## src/rtl/reset_seq_pkg.sv

```systemverilog
// Shared constants for the reset sequencer: FSM state encodings and a
// constant-evaluable ceil(log2) helper.
package reset_seq_pkg;

    localparam int SEQ_STATE_W = 2;

    localparam logic [SEQ_STATE_W-1:0] ST_HOLD    = 2'd0;
    localparam logic [SEQ_STATE_W-1:0] ST_RELEASE = 2'd1;
    localparam logic [SEQ_STATE_W-1:0] ST_DONE    = 2'd2;

    function automatic int clog2(input int value);
        int r;
        r = 0;
        for (int i = 0; i < 31; i++) begin
            if ((64'd1 << i) < 64'(value)) begin
                r = i + 1;
            end else begin
                r = r;
            end
        end
        return r;
    endfunction

endpackage

```

## src/rtl/rst_sync_cell.sv

```systemverilog
// Reset synchroniser: asserts asynchronously and deasserts after STAGES
// rising edges. It is reusable in any clock domain.
module rst_sync_cell #(
    parameter int STAGES = 2
) (
    input  logic clk,
    input  logic rstn,
    output logic rst_sync_n
);

    if (STAGES < 2) begin : g_bad_stages
        $error("rst_sync_cell: STAGES must be >= 2");
    end

    logic [STAGES-1:0] r_chain;

    // shift ones in after release; any rstn low clears the whole chain at once
    always_ff @(posedge clk or negedge rstn) begin
        if (!rstn) begin
            r_chain <= '0;
        end else begin
            r_chain <= {r_chain[STAGES-2:0], 1'b1};
        end
    end

    assign rst_sync_n = r_chain[STAGES-1];

endmodule

```

## src/rtl/reset_sequencer.sv

```systemverilog
// Sequenced reset controller. Define RST_SEQ_SW_REQ_EN to enable the
// synchronous soft-reset request. Without it, sw_rst_req is ignored.
module reset_sequencer
    import reset_seq_pkg::*;
#(
    parameter int SYNC_STAGES = 2,
    parameter int NUM_CH      = 4,
    parameter int MIN_HOLD    = 32,
    parameter int RELEASE_GAP = 16,
    parameter int CNT_W       = 8
) (
    input  logic                   clk,
    input  logic                   rstn,
    input  logic                   sw_rst_req,
    output logic [NUM_CH-1:0]      rstn_out,
    output logic                   seq_done,
    output logic [SEQ_STATE_W-1:0] seq_state
);

    localparam int MAX_REQ = (MIN_HOLD > RELEASE_GAP) ? MIN_HOLD : RELEASE_GAP;
    localparam int IDX_W   = (NUM_CH > 1) ? clog2(NUM_CH) : 1;

    if ((64'd1 << CNT_W) <= 64'(MAX_REQ)) begin : g_bad_cnt_w
        $error("reset_sequencer: CNT_W too small for MIN_HOLD/RELEASE_GAP");
    end
    if (NUM_CH < 1 || MIN_HOLD < 1 || RELEASE_GAP < 1) begin : g_bad_param
        $error("reset_sequencer: NUM_CH, MIN_HOLD and RELEASE_GAP must be >= 1");
    end

    localparam logic [CNT_W-1:0] HOLD_LAST = CNT_W'(MIN_HOLD - 1);
    localparam logic [CNT_W-1:0] GAP_LAST  = CNT_W'(RELEASE_GAP - 1);
    localparam logic [CNT_W-1:0] CNT_MAX   = {CNT_W{1'b1}};
    localparam logic [IDX_W-1:0] IDX_LAST  = IDX_W'(NUM_CH - 1);

    logic                   w_sync_n;
    logic                   w_soft;
    logic                   w_qual;
    logic [SEQ_STATE_W-1:0] r_state;
    logic [SEQ_STATE_W-1:0] w_state_nxt;
    logic [CNT_W-1:0]       r_cnt;
    logic [CNT_W-1:0]       w_cnt_nxt;
    logic [CNT_W-1:0]       w_cnt_inc;
    logic [IDX_W-1:0]       r_ch_idx;
    logic [IDX_W-1:0]       w_ch_idx_nxt;
    logic [IDX_W-1:0]       w_ch_inc;
    logic [NUM_CH-1:0]      r_rstn_out;
    logic [NUM_CH-1:0]      w_rstn_out_nxt;
    logic                   r_seq_done;
    logic                   w_seq_done_nxt;

    rst_sync_cell #(.STAGES(SYNC_STAGES)) u_sync (
        .clk        (clk),
        .rstn       (rstn),
        .rst_sync_n (w_sync_n)
    );

`ifdef RST_SEQ_SW_REQ_EN
    assign w_soft = sw_rst_req;
`else
    logic w_unused_sw_rst_req;
    assign w_unused_sw_rst_req = sw_rst_req;
    assign w_soft              = 1'b0;
`endif

    assign w_qual    = w_sync_n & ~w_soft;
    assign w_cnt_inc = (r_cnt == CNT_MAX) ? r_cnt : r_cnt + 1'b1;
    assign w_ch_inc  = r_ch_idx + 1'b1;

    // state register
    always_ff @(posedge clk or negedge rstn) begin
        if (!rstn) begin
            r_state <= ST_HOLD;
        end else begin
            r_state <= w_state_nxt;
        end
    end

    // next-state decode
    always_comb begin
        w_state_nxt = r_state;
        if (w_soft) begin
            w_state_nxt = ST_HOLD;
        end else begin
            case (r_state)
                ST_HOLD: begin
                    if (w_qual && r_cnt == HOLD_LAST) begin
                        w_state_nxt = ST_RELEASE;
                    end else begin
                        w_state_nxt = ST_HOLD;
                    end
                end
                ST_RELEASE: begin
                    if (r_ch_idx == IDX_LAST) begin
                        w_state_nxt = ST_DONE;
                    end else begin
                        w_state_nxt = ST_RELEASE;
                    end
                end
                ST_DONE: w_state_nxt = ST_DONE;
                default: w_state_nxt = ST_HOLD;
            endcase
        end
    end

    // next values of the counter, channel index and output flops
    always_comb begin
        w_cnt_nxt      = r_cnt;
        w_ch_idx_nxt   = r_ch_idx;
        w_rstn_out_nxt = r_rstn_out;
        w_seq_done_nxt = r_seq_done;
        if (w_soft) begin
            w_cnt_nxt      = '0;
            w_ch_idx_nxt   = '0;
            w_rstn_out_nxt = '0;
            w_seq_done_nxt = 1'b0;
        end else begin
            case (r_state)
                ST_HOLD: begin
                    if (w_qual && r_cnt == HOLD_LAST) begin
                        w_cnt_nxt         = '0;
                        w_ch_idx_nxt      = '0;
                        w_rstn_out_nxt[0] = 1'b1;
                    end else if (w_qual) begin
                        w_cnt_nxt = w_cnt_inc;
                    end else begin
                        w_cnt_nxt = r_cnt;
                    end
                end
                ST_RELEASE: begin
                    if (r_ch_idx == IDX_LAST) begin
                        w_seq_done_nxt = 1'b1;
                    end else if (r_cnt == GAP_LAST) begin
                        w_cnt_nxt    = '0;
                        w_ch_idx_nxt = w_ch_inc;
                        for (int k = 0; k < NUM_CH; k++) begin
                            if (IDX_W'(k) == w_ch_inc) begin
                                w_rstn_out_nxt[k] = 1'b1;
                            end else begin
                                w_rstn_out_nxt[k] = r_rstn_out[k];
                            end
                        end
                    end else begin
                        w_cnt_nxt = w_cnt_inc;
                    end
                end
                ST_DONE: begin
                    w_cnt_nxt = r_cnt;
                end
                default: begin
                    // illegal encoding: restart the sequence from a clean state
                    w_cnt_nxt      = '0;
                    w_ch_idx_nxt   = '0;
                    w_rstn_out_nxt = '0;
                    w_seq_done_nxt = 1'b0;
                end
            endcase
        end
    end

    // datapath and output registers
    always_ff @(posedge clk or negedge rstn) begin
        if (!rstn) begin
            r_cnt      <= '0;
            r_ch_idx   <= '0;
            r_rstn_out <= '0;
            r_seq_done <= 1'b0;
        end else begin
            r_cnt      <= w_cnt_nxt;
            r_ch_idx   <= w_ch_idx_nxt;
            r_rstn_out <= w_rstn_out_nxt;
            r_seq_done <= w_seq_done_nxt;
        end
    end

    assign rstn_out  = r_rstn_out;
    assign seq_done  = r_seq_done;
    assign seq_state = r_state;

endmodule
```

## config.mk

```make
export PLATFORM = sky130hd
export DESIGN_NAME = reset_sequencer
export DESIGN_NICKNAME = d
export VERILOG_FILES = /design/src/rtl/reset_seq_pkg.sv /design/src/rtl/rst_sync_cell.sv /design/src/rtl/reset_sequencer.sv
export SDC_FILE = /design/constraint.sdc
export NUM_CORES = 1
export LEC_CHECK = 0
export BUFFER_PORTS_ARGS = -buffer_cell sky130_fd_sc_hd__buf_2
export CORE_MARGIN = 4
export CORE_UTILIZATION = 60
export CTS_BUF_LIST = sky130_fd_sc_hd__clkbuf_4 sky130_fd_sc_hd__clkbuf_8
export DETAILED_ROUTE_END_ITERATION = 7
export PLACE_DENSITY = 0.81
export SLEW_MARGIN = 20
export SYNTH_ARGS = -nofsm -noshare
export SYNTH_HDL_FRONTEND = slang
export SYNTH_SLANG_ARGS = --single-unit
```

## constraint.sdc

```tcl
create_clock -name clk -period 1.7 [get_ports clk]
set_input_delay 0.255 -clock clk [delete_from_list [all_inputs] [get_ports clk]]
set_output_delay 0.255 -clock clk [all_outputs]
set_load 0.005 [all_outputs]
```

Word level (Yosys, flattened, before mapping):

Index checks and enable logic that the tools add are counted.

* output and inout port bits: 7
* bits in registers: 19
* input port bits: 3
* bits in latches: 0
* bits in writable memories: 0
* bits in read-only memories: 0
* memories: 0
* word-level logic and storage cells: 66

* $add $sub $neg: 2
* magnitude comparators: 0
* reductions and logical operators: 11
* bitwise logic cells: 2
* shifts and indexed selects: 0
* div/mod/pow operators: 0
* $mul: 0
* equal/unequal tests: 18
* mux-type cells: 24

Operators by type and width (count)
* $mux 8: 5
* $pmux 8 s3: 1
* $ne 2x2->1 const B: 8
* $reduce_and 4->1: 4
* $pmux 2 s3: 2
* $add 8x1->8 const B: 1
* $eq 8x4->1 const B: 1
* $eq 8x5->1 const B: 1
* $eq 8x8->1 const B: 1
* $mux 2: 4
* $mux 4: 2
* $mux 1: 7
* $pmux 3 s2: 1
* $reduce_and 5->1: 1
* $eq 2x2->1 const A: 2
* $eq 2x2->1 const B: 2
* $logic_not 2->1: 2
* $ne 3x2->1 const B: 1
* $pmux 1 s3: 1
* $reduce_and 3->1: 1
* $add 2x1->2 const B: 1
* $eq 1x2->1 const A: 1
* $eq 2x1->1 const B: 1
* $not 1->1: 2
* 4 further kinds: 4

Depth between registers and ports, before layout:

Gate-level depths: netlist of run 1.

* depth in word-level cells: 6
* depth in mapped cells: 6
* mapped depth without buffers: 5

Hierarchy:

A second synthesis of run 1 with hierarchy kept.

* cell total of the unflattened synthesis: 97
* area total of the unflattened synthesis: 1009.7 µm²

Modules (own cells, without submodules)
* reset_sequencer: sequential area each 425.4 µm², times used 1, cells each 94, area an instance 955.9 µm²
* rst_sync_cell: sequential area each 50.0 µm², times used 1, cells each 3, area an instance 53.8 µm²

Worst setup path before layout of run 1:

OpenSTA, ideal clock, no wires.

* path type: register to register
* start: register r_ch_idx[0]
* end: register r_cnt[3]
* data required time: 1.623 ns
* period minus slack after synthesis: 1.596 ns
* cell stages (with the launch flop): 7
* slack: 0.104 ns
* library setup time: 0.077 ns
* arrival time: 1.519 ns
* buffers on the path: 1
* cell sequence: dfrtp_1 ha_1 nand2_1 o22ai_1 buf_2 or4_1 a21oi_1

* word-level cells in the longest chain between the ends: 3

Ends and longest elaborated chain
* start, declared: line reset_sequencer.sv:43 `logic [IDX_W-1:0] r_ch_idx;`
* start signal, assigned: line reset_sequencer.sv:169 `r_ch_idx <= w_ch_idx_nxt;`
* $eq 2x2->1: line reset_sequencer.sv:130 `if (r_ch_idx == IDX_LAST) begin`
* $ne 2x2->1 (no source line)
* $reduce_and 3->1 (no source line)
* end signal, assigned: line reset_sequencer.sv:168 `r_cnt <= w_cnt_nxt;`
* end, declared: line reset_sequencer.sv:40 `logic [CNT_W-1:0] r_cnt;`

Every way passes these cells.
A chain may end at the register's enable or synchronous reset.

Worst setup path after layout of run 1:

* start: register r_cnt[0]
* end: register r_cnt[5]

* word-level cells in the longest chain between the ends: 5
* elaborated cells on any way between the ends: 13
* those cells by class: add/sub (1); eq/ne (4); mux (6); reduce/logical (2)

Ends and longest elaborated chain
* $add 8x1->8 / $eq 8x8->1 (equally long branches): line reset_sequencer.sv:66 `assign w_cnt_inc = (r_cnt == CNT_MAX) ? r_cnt : r_cnt + 1'b1;`
* $mux 8: line reset_sequencer.sv:66
* $mux 8 (on tied branches): line reset_sequencer.sv:132, reset_sequencer.sv:123
* $mux 8 (on tied branches): line reset_sequencer.sv:130, reset_sequencer.sv:119
* $pmux 8 s3: line reset_sequencer.sv:117 `case (r_state)`

Parallel ways exist; a longest one is shown, timed or not. The select of a mux whose other input is x is not followed.

==> results of run 1 <==
[how the worst max path moves through the flow]
stage / endpoint / depth (start not counted)
after floorplan: r_cnt[3] / 6
after global placement: r_cnt[5] / 5
after detailed placement: r_cnt[2] / 5
after CTS: r_ch_idx[0] / 6
after global routing: r_cnt[5] / 5
final: r_cnt[5] / 5
[cells by family (layout without fill, tap and decap cells)]
group                    count (synthesis)  in the layout
AND/OR/NAND/NOR                         31             31
other                                    1              1
adder cells (fa/ha/maj)                  5              5
multiplexers                             1              1
buffers and inverters                   11             32
AO/OA/AOI/OAI                           33             33
flip-flops                              19             19
XOR/XNOR                                 1              1
[Yosys cell counts]
cell type	count
a211o_1	1
a211oi_1	1
a21oi_1	12
a21oi_4	1
a311oi_1	1
a31oi_1	4
a41oi_1	1
and2b_1	1
and3_1	1
and4_2	1
buf_1	1
buf_2	2
buf_4	1
clkbuf_2	1
conb_1	1
dfrtp_1	19
ha_1	5
inv_1	6
mux2i_1	1
nand2_1	4
nand2b_2	1
nand3_1	5
nand3_2	1
nand3b_1	2
nand4_1	2
nor2_1	4
nor3_1	3
nor4_1	1
nor4_4	1
o21ai_0	4
o22a_1	1
o22ai_1	2
o311ai_0	1
o31a_1	1
o31ai_1	2
o32ai_1	1
or3_1	1
or3_4	1
or4_1	2
xnor2_1	1
[stage by stage]
stage,setup TNS (ps),setup WS (ps)
6_report,0,63.9
5_1_grt,0,3.81
4_1_cts,0,14.2
3_5_place_dp,-92.2,-44.6
3_3_place_gp,0,45.0
2_1_floorplan,0,104
[timing repair]
| action | in CTS | in global routing |
|---|---|---|
| hold buffers | 1 | 0 |
| endpoints found under the setup margin | 3 | 11 |
| gates resized for setup | 2 | 5 |
| pin swaps | 0 | 2 |
| hold endpoints to repair | 19 | 0 |
[per-layer routing]
| layer | GRT usage [%] | up-vias |
|---|---|---|
| li1 | - | 421 |
| met1 | 25.5 | 434 |
| met2 | 34.8 | 30 |
| met3 | 2.75 | 7 |
| met4 | 9.68 | 0 |
| met5 | 0 | - |
[area by class of cell]
class / instances / share of cell area [%]
sequential: 19 / 38.9
tap: 16 / 1.64
timing repair buffer: 22 / 12.1
inverter: 6 / 1.84
clock inverter: 1 / 0.409
multi-input combinational: 72 / 43.3
clock buffer: 3 / 1.84
[worst max-delay path: stages (launching register included)]
cell	delay, ps
dfrtp_1	410
ha_2	230
nand4_1	150
nor2_2	110
or4_1	500
a21oi_1	160
[state kept, by name, indices dropped and copies added, names as in the netlist]
| register | count |
|---|---|
| seq_done | 1 |
| rstn_out | 4 |
| r_ch_idx | 2 |
| r_cnt | 8 |
| seq_state | 2 |
| u_sync.r_chain | 2 |
[power breakdown]
part | switching (mW) | total [mW] | internal [mW] | leakage (nW)
Combinational | 0.284 | 0.556 | 0.272 | 0.269
Sequential | 0.141 | 0.699 | 0.558 | 0.250
Clock | 0.146 | 0.234 | 0.0879 | 0.0177
==> flow_metrics.py, run 1 <==
metrics = {
    "sta": {
        "whs_ps": 379,
        "drv_slew": 0,
        "max_freq_mhz": 611,
        "post-route-period-util_pct": 96.2,
        "fin_crit_ps": 1640,
        "rsz0062_at_grt": "false",
        "finalSetupViolCount": 0,
        "skew_ps": 7.59,
        "hold_violations": 0,
    },
    "layout": {
        "layout_common_cells": "dfrtp_1 (19), buf_4 (13), a21oi_1 (12)",
        "antenna_cells": 0,
        "fillerInstances": 105,
        "nNetsFinal": 132,
        "drive_gt1_share_pct": 30.1,
        "fin_cells": 139,
        "final_common_cell": "dfrtp_1",
        "multi_input_area_um2": 529,
        "postLayoutCellArea_um2": 1220,
        "regArea_um2": 475,
        "final_util_pct": 78.4,
        "syn2layout_area_growth_pct": 19.0,
    },
    "drt": {
        "dr.first_iter.drc_count": 19,
        "dr.pass1.iters": 4,
        "vias": 892,
        "drtAntennaViolNets": 0,
        "top_layer_used": "met4",
        "drc": 0,
        "routed-wl-met2_um": 1100,
        "met1_length_um": 976,
        "met3_length_um": 135,
        "detail_route.wl_per_cell_um": 16.3,
        "viasPerCell": 6.42,
        "wirelength_um": 2270,
    },
    "clocking": {
        "clk_pin_slew_ps": 110,
        "cts_sinks": 19,
        "cts_tree": "built",
        "cts_root_buf": "clkbuf_4",
        "clk_latency_ps": 310,
        "cts_setup_buffers": 0,
        "cts_buffers": 3,
        "cts_buffer_depth": 2,
        "h-tree-depth": 1,
    },
    "placed_design": {
        "port_buffers": 8,
        "dp.cells": 134,
        "place_hpwl_um": 1590,
        "place.gp.congestion": 0.890,
        "placed_area_um2": 1160,
    },
    "floorplan": {
        "core_um2": 1560,
        "io_pins": 10,
        "row_count": 14,
        "dieArea_um2": 2440,
        "die_y_um": 49.4,
        "start_util_pct": 65.9,
        "chipWidth_um": 49.4,
    },
    "worst_hold_path": {
        "holdPathStages": 0,
        "min_to": "u_sync.r_chain[1]",
        "hold_path.class": "flip-flop to flip-flop",
        "min-delay-start": "u_sync.r_chain[0]",
    },
    "outcome": {
        "run_status": "finished, final reports clean",
    },
    "job": {
        "maxCapViolations": 0,
    },
    "setup_path": {
        "cp-end-kind": "flip-flop",
        "cp.arrival_ps": 1880,
        "timing.rr.end": "r_cnt[5]",
        "crit_required_ps": 1940,
        "r2r_slack_ps": 60,
        "startpoint": "r_cnt[0]",
        "reg2reg_from": "r_cnt[0]",
        "startpoint_type": "flip-flop",
        "crit_type": "flip-flop to flip-flop",
        "crit_path_max_fanout": 9,
        "r2r_cells": 5,
    },
    "logic_synthesis": {
        "synth_nets": 110,
        "synth_xor_area_share_pct": 0.853,
        "ys_warn_count": 0,
        "synth_compound_area_share_pct": 21.2,
        "yosysTopAreaCell": "dfrtp_1",
        "ys_seq_area_share_pct": 46.3,
        "synthTopCellsByArea": "dfrtp_1 (46%), ha_1 (6.1%), a21oi_1 (5.8%), a31oi_1 (2.4%), nand3_1 (2.4%)",
        "syn_area_um2": 1030,
        "ys_ff_latch": 19,
        "synthMuxAreaShare_pct": 0.974,
        "syn_avg_cell_area_um2": 10.1,
        "synth_fa_ha_area_share_pct": 6.09,
        "ys_types": 40,
        "synth_top_family_by_area": "compound AO/OA/AOI/OAI gates",
        "synthSimpleGateAreaFrac_pct": 19.5,
        "synth_top_area_share_pct": 46.3,
        "syn_inst": 102,
    },
    "pwr": {
        "max-vdd-ir-drop_uv": 821,
        "p_total_mw": 1.49,
        "power_density_nw_per_um2": 1220,
        "p_leak_nw": 0.536,
    },
    "global_route": {
        "grt.overflow.total": 0,
        "grt_pass1_wl_um": 3860,
        "antenna_found_initial": 0,
        "grt_max_degree": 20,
        "grt_pass1_vias": 880,
        "grt_usage_pct": 20.5,
    },
}
Power figures use the tool's default switching activity.
==> run 2, diff against run 1 <==
--- a/config.mk
+++ b/config.mk
@@ -11,6 +11,8 @@
 export CTS_BUF_LIST = sky130_fd_sc_hd__clkbuf_4 sky130_fd_sc_hd__clkbuf_8
 export DETAILED_ROUTE_END_ITERATION = 7
 export PLACE_DENSITY = 0.81
+export RECOVER_POWER = 100
+export REMOVE_ABC_BUFFERS = 1
 export SLEW_MARGIN = 20
 export SYNTH_ARGS = -nofsm -noshare
 export SYNTH_HDL_FRONTEND = slang
==> run 2 against run 1 <==
Flip-flop and latch count did not move. Combinational power rose by 10%. Design area rose by 1.0%. Sequential power fell by 3.0%. Die area did not move. Total power rose by 2.9%. Global-route usage rose by 1.0 points. Largest power group unchanged. Highest routed layer is now met3.
==> flow_metrics.py, run 2 (synthesis gave the netlist of run 1 again) <==
metrics = {
    "setup_path": {
        "crit_chain": "or3_4 -> a211o_1 -> a21oi_4 -> o22ai_1",
        "crit_required_ps": 1870,
        "cp.arrival_ps": 1790,
        "startpoint_type": "flip-flop",
        "slowest_delay_ps": 410,
        "timing.rr.end": "r_ch_idx[1]",
        "startpoint": "r_cnt[6]",
        "crit_type": "flip-flop to flip-flop",
        "reg2reg_from": "r_cnt[6]",
        "cp-end-kind": "flip-flop",
        "r2r_slack_ps": 90,
        "crit_end": "r_ch_idx[1]",
        "r2r_cells": 4,
        "critPathSlowestCell": "or3_4",
        "crit_path_max_fanout": 8,
    },
    "clocking": {
        "cts_buffer_depth": 2,
        "cts_root_buf": "clkbuf_4",
        "cts_buffers": 3,
        "h-tree-depth": 1,
        "cts_tree": "built",
        "clk_latency_ps": 290,
        "clk_pin_slew_ps": 110,
        "cts_sinks": 19,
    },
    "layout": {
        "regArea_um2": 475,
        "postLayoutCellArea_um2": 1230,
        "fillerInstances": 106,
        "largest-register": "r_cnt",
        "nNetsFinal": 136,
        "syn2layout_area_growth_pct": 20.2,
        "antenna_cells": 0,
        "final_common_cell": "dfrtp_1",
        "fin_cells": 143,
        "layout_common_cells": "dfrtp_1 (19), buf_4 (13), a21oi_1 (12)",
        "drive_gt1_share_pct": 26.8,
        "largest_reg_flops": 8,
        "multi_input_area_um2": 522,
    },
    "sta": {
        "fin_crit_ps": 1610,
        "worstMarginPinSlew_ps": 1040,
        "drv_slew": 0,
        "post-route-period-util_pct": 95.0,
        "whs_ps": 362,
        "max_slew_margin_pct": 30.7,
        "max_freq_mhz": 619,
        "finalSetupViolCount": 0,
        "rsz0062_at_grt": "false",
        "skew_ps": 3.94,
        "hold_violations": 0,
        "fin_tns_setup_ps": 0,
    },
    "worst_hold_path": {
        "holdPathStages": 0,
        "hold_path.class": "flip-flop to flip-flop",
    },
    "global_route": {
        "grt_pass1_wl_um": 4020,
        "grt_pass1_vias": 926,
        "antenna_found_initial": 0,
        "grt_max_degree": 20,
        "grt.overflow.total": 0,
        "grt_usage_pct": 21.5,
    },
    "drt": {
        "detail_route.wl_per_cell_um": 15.9,
        "vias": 896,
        "viasPerCell": 6.27,
        "dr.pass1.iters": 4,
        "drc": 0,
        "wirelength_um": 2270,
        "drtAntennaViolNets": 0,
        "dr.first_iter.drc_count": 19,
    },
    "placed_design": {
        "dp.cells": 135,
        "port_buffers": 8,
        "place_hpwl_um": 1640,
        "place.gp.congestion": 0.820,
        "placed_area_um2": 1170,
    },
    "floorplan": {
        "dieArea_um2": 2440,
        "core_um2": 1560,
        "chipWidth_um": 49.4,
        "io_pins": 10,
        "start_util_pct": 65.9,
        "row_count": 14,
        "die_y_um": 49.4,
    },
    "pwr": {
        "p_total_mw": 1.53,
        "max-vdd-ir-drop_uv": 902,
        "p_leak_nw": 0.551,
        "power_density_nw_per_um2": 1240,
    },
    "outcome": {
        "run_status": "finished, final reports clean",
    },
    "job": {
        "maxCapViolations": 0,
    },
}
run 2: changes by cell type in the layout (fill, tap and decap cells not counted), sizes merged:
cell and delta:
clkbuf +6, clkinv -1, buf -1
run 2: routing by layer:
metal / part of all wire, % / global-route usage, % / vias to the layer above / wire (µm)
met3: 3.3 / 5.20 / 0 / 74
met4: 0 / 10.6 / 0 / 0
met1: 44 / 25.5 / 447 / 998
met2: 53 / 36.2 / 16 / 1190
met5: 0 / 0 / - / 0
li1: - / - / 433 / -
run 2: cell type report:
cell class,instances,area share [%]
sequential,19,38.5
multi-input combinational,72,42.2
timing repair buffer,26,13.4
inverter,6,1.82
clock buffer,4,2.43
tap,16,1.62
run 2: power by group:
group          internal (mW)  switching, mW  leakage (nW)
combinational          0.301          0.314         0.283
clock                  0.107          0.133        0.0184
sequential             0.558          0.120         0.250
total                  0.966          0.567         0.551
run 2: worst min path at each step:
stage | slack, ps | end | from
final | 360 | u_sync.r_chain[1] | u_sync.r_chain[0]
after CTS | 360 | u_sync.r_chain[1] | u_sync.r_chain[0]
after global routing | 370 | u_sync.r_chain[1] | u_sync.r_chain[0]
after floorplan | -40 | r_ch_idx[0] | rstn
after detailed placement | 220 | rstn_out[0] | rstn
after global placement | 210 | seq_state[0] | rstn
run 2: repair_timing:
action                     4_1_cts  5_1_grt
setup endpoints to repair        3        9
hold endpoints to repair        19        0
buffers inserted                 0        3
hold buffers                     1        0
gates resized for setup          1        4
gates cloned                     0        0
pin swaps                        0        3
run 2: worst max-delay path, delay by kind of cell, from the launching register on:
kind	cells	cell delay, ps
AND/OR/NAND/NOR	1	410
flip-flops	1	390
AO/OA/AOI/OAI	3	690
run 2: stage by stage:
stage	utilization (%)	setup slack (ps)
detailed placement	74.8	-25.3
finish	79.2	85.8
CTS	77.8	39.7
global route	79.2	4.16
global placement	74.8	50.3
floorplan	-	35.9
==> run 3, diff against run 2 <==
--- a/config.mk
+++ b/config.mk
@@ -16,4 +16,5 @@
 export SLEW_MARGIN = 20
 export SYNTH_ARGS = -nofsm -noshare
 export SYNTH_HDL_FRONTEND = slang
+export SYNTH_HIERARCHICAL = 1
 export SYNTH_SLANG_ARGS = --single-unit
==> run 3 against run 2 <==
Clock skew up 0.95 ps. Wire length is 4.3% lower. Combinational power shrank 32%. Critical path type unchanged. Largest cell class unchanged.
==> flow_metrics.py, run 3 <==
metrics = {
    "outcome": {
        "run_status": "finished, final reports clean",
    },
    "sta": {
        "max_freq_mhz": 598,
        "finalSetupViolCount": 0,
        "worstMarginPinSlew_ps": 994,
        "post-route-period-util_pct": 98.3,
        "fin_crit_ps": 1670,
        "drv_slew": 0,
        "max_slew_margin_pct": 33.7,
        "hold_violations": 0,
        "skew_ps": 4.89,
        "rsz0062_at_grt": "true",
    },
    "setup_path": {
        "crit_chain": "ha_1 -> nand2_1 -> buf_4 -> o22a_1 -> a21oi_1 -> a311oi_1",
        "critPathSlowestCell": "dfrtp_1",
        "critical_path_buf_inv_count": 1,
        "startpoint_type": "flip-flop",
        "crit_path_max_fanout": 5,
        "crit_family": "compound AO/OA/AOI/OAI gates",
        "r2r_cells": 6,
        "cp.arrival_ps": 1880,
        "crit_type": "flip-flop to flip-flop",
        "slowest_delay_ps": 420,
        "worstSetupPathDepth": 6,
        "crit_required_ps": 1910,
        "cp-end-kind": "flip-flop",
    },
    "logic_synthesis": {
        "syn_inst": 97,
        "synth_ff_type": "dfrtp_1",
        "ys_seq_area_share_pct": 47.1,
        "syn_avg_cell_area_um2": 10.4,
        "syn_area_um2": 1010,
        "async_reset_ff_share_pct": 100,
        "yosysTopAreaCell": "dfrtp_1",
        "ys_types": 40,
        "synth_top_area_share_pct": 47.1,
        "post-synth-top-count-cell": "dfrtp_1",
        "synth_common_cells": "dfrtp_1 (19), a21oi_1 (8), inv_1 (6)",
        "ys_warn_count": 6,
        "synth_edf_count": 0,
        "synthTopCellsByArea": "dfrtp_1 (47%), ha_1 (6.2%), a21oi_1 (4.0%), a22o_1 (2.6%), nand3_1 (2.5%)",
        "ys_ff_latch": 19,
    },
    "layout": {
        "fillerInstances": 121,
        "fin_cells": 129,
        "largest-register": "r_cnt",
        "final_common_cell": "dfrtp_1",
        "syn2layout_area_growth_pct": 15.5,
        "largest_reg_flops": 8,
        "antenna_cells": 0,
        "layout_common_cells": "dfrtp_1 (19), a21oi_1 (8), inv_1 (6), buf_2 (6), buf_4 (6)",
        "drive_gt1_share_pct": 23.9,
        "nNetsFinal": 122,
        "postLayoutCellArea_um2": 1170,
    },
    "floorplan": {
        "start_util_pct": 65.5,
        "dieArea_um2": 2400,
        "chipWidth_um": 49.0,
        "row_count": 14,
        "core_um2": 1540,
        "io_pins": 10,
        "die_y_um": 49.0,
    },
    "global_route": {
        "grt.overflow.total": 0,
        "grt_max_degree": 20,
        "antenna_found_initial": 0,
        "grt_usage_pct": 18.6,
        "grt_pass1_wl_um": 3570,
        "grt_pass1_vias": 808,
    },
    "pwr": {
        "p_leak_nw": 0.531,
        "max-vdd-ir-drop_uv": 903,
        "power_density_nw_per_um2": 1130,
    },
    "drt": {
        "dr.first_iter.drc_count": 32,
        "viasPerCell": 6.69,
        "drtAntennaViolNets": 0,
        "detail_route.wl_per_cell_um": 16.8,
        "wirelength_um": 2170,
        "vias": 863,
        "drc": 0,
        "dr.pass1.iters": 4,
    },
    "clocking": {
        "cts_sinks": 19,
        "h-tree-depth": 1,
        "cts_root_buf": "clkbuf_4",
        "cts_buffers": 3,
        "cts_tree": "built",
        "clk_latency_ps": 300,
        "cts_buffer_depth": 2,
        "clk_pin_slew_ps": 110,
    },
    "placed_design": {
        "place_hpwl_um": 1480,
        "port_buffers": 8,
        "place.gp.congestion": 0.773,
        "dp.cells": 124,
        "placed_area_um2": 1100,
    },
    "worst_hold_path": {
        "hold_path.class": "flip-flop to flip-flop",
        "holdPathStages": 0,
    },
    "job": {
        "maxCapViolations": 0,
    },
}
## run 3: path summary, 6_finish.rpt
path,start,endpoint,slack (ps)
setup / recovery,r_ch_idx[0],r_cnt[2],30
hold / removal,u_sync/r_chain[0],u_sync/r_chain[1],360
setup reg to reg,r_ch_idx[0],r_cnt[2],30
hold reg to reg,u_sync/r_chain[0],u_sync/r_chain[1],360
max in group asynchronous,rstn,seq_state[1],470
min in group asynchronous,rstn,rstn_out[0],630
## run 3: logic make-up after synthesis
| kind of cell | Yosys count | share of synthesized area, % |
|---|---|---|
| buf+inv | 9 | 3.84 |
| flops | 19 | 47.1 |
| mux | 2 | 1.98 |
| simple gates | 33 | 22.1 |
| fa+ha+maj | 5 | 6.20 |
| compound gates | 28 | 18.5 |
| other cells | 1 | 0.371 |
## run 3: stage by stage
step                      utilization [%]  setup WS [ps]  TNS [ps]  hold slack (ps)  total power, mW
after global placement               71.3           62.2         0              210             1.01
after CTS                            74.1           20.5         0              365             1.28
after floorplan                         -            113         0            -40.6            0.903
after detailed placement             71.3          -8.23     -8.23              214             1.04
final                                75.6           28.1         0              364             1.32
after global routing                 75.6          -49.7     -73.5              371             1.41
## run 3: area by class of cell
cell class	instances	area, µm²	area share [%]
inverters	6	22.5	1.93
repair buffers	15	92.6	7.94
clock inverters	1	5.00	0.429
multi-input cells	69	528	45.3
flip-flops and latches	19	475	40.8
clock buffers	3	22.5	1.93
well taps	16	20.0	1.72
## run 3: report_power, final
group / total, mW / leakage [nW] / switching (mW) / internal, mW
sequential: 0.674 / 0.240 / 0.139 / 0.535
combinational: 0.415 / 0.273 / 0.229 / 0.186
clock: 0.233 / 0.0177 / 0.145 / 0.0878
## run 3: worst reg2reg max path, cell delays in order, from the launching register on
cell,delay (ps)
dfrtp_1,420
ha_1,230
nand2_1,130
buf_4,140
o22a_1,250
a21oi_1,130
a311oi_1,270
## run 3: layer usage
| layer | vias up | part of all wire, % | global-route usage, % |
|---|---|---|---|
| met5 | - | 0 | 0 |
| met2 | 40 | 49 | 28.5 |
| li1 | 398 | - | - |
| met3 | 10 | 6.9 | 4.28 |
| met1 | 415 | 42 | 26.1 |
| met4 | 0 | 2.6 | 5.83 |
## run 3: timing repair
item | CTS | global route
resized for setup | 1 | 5
hold endpoints to repair | 19 | 0
hold buffers | 1 | 0
buffers inserted | 0 | 0
endpoints found under the setup margin | 4 | 4
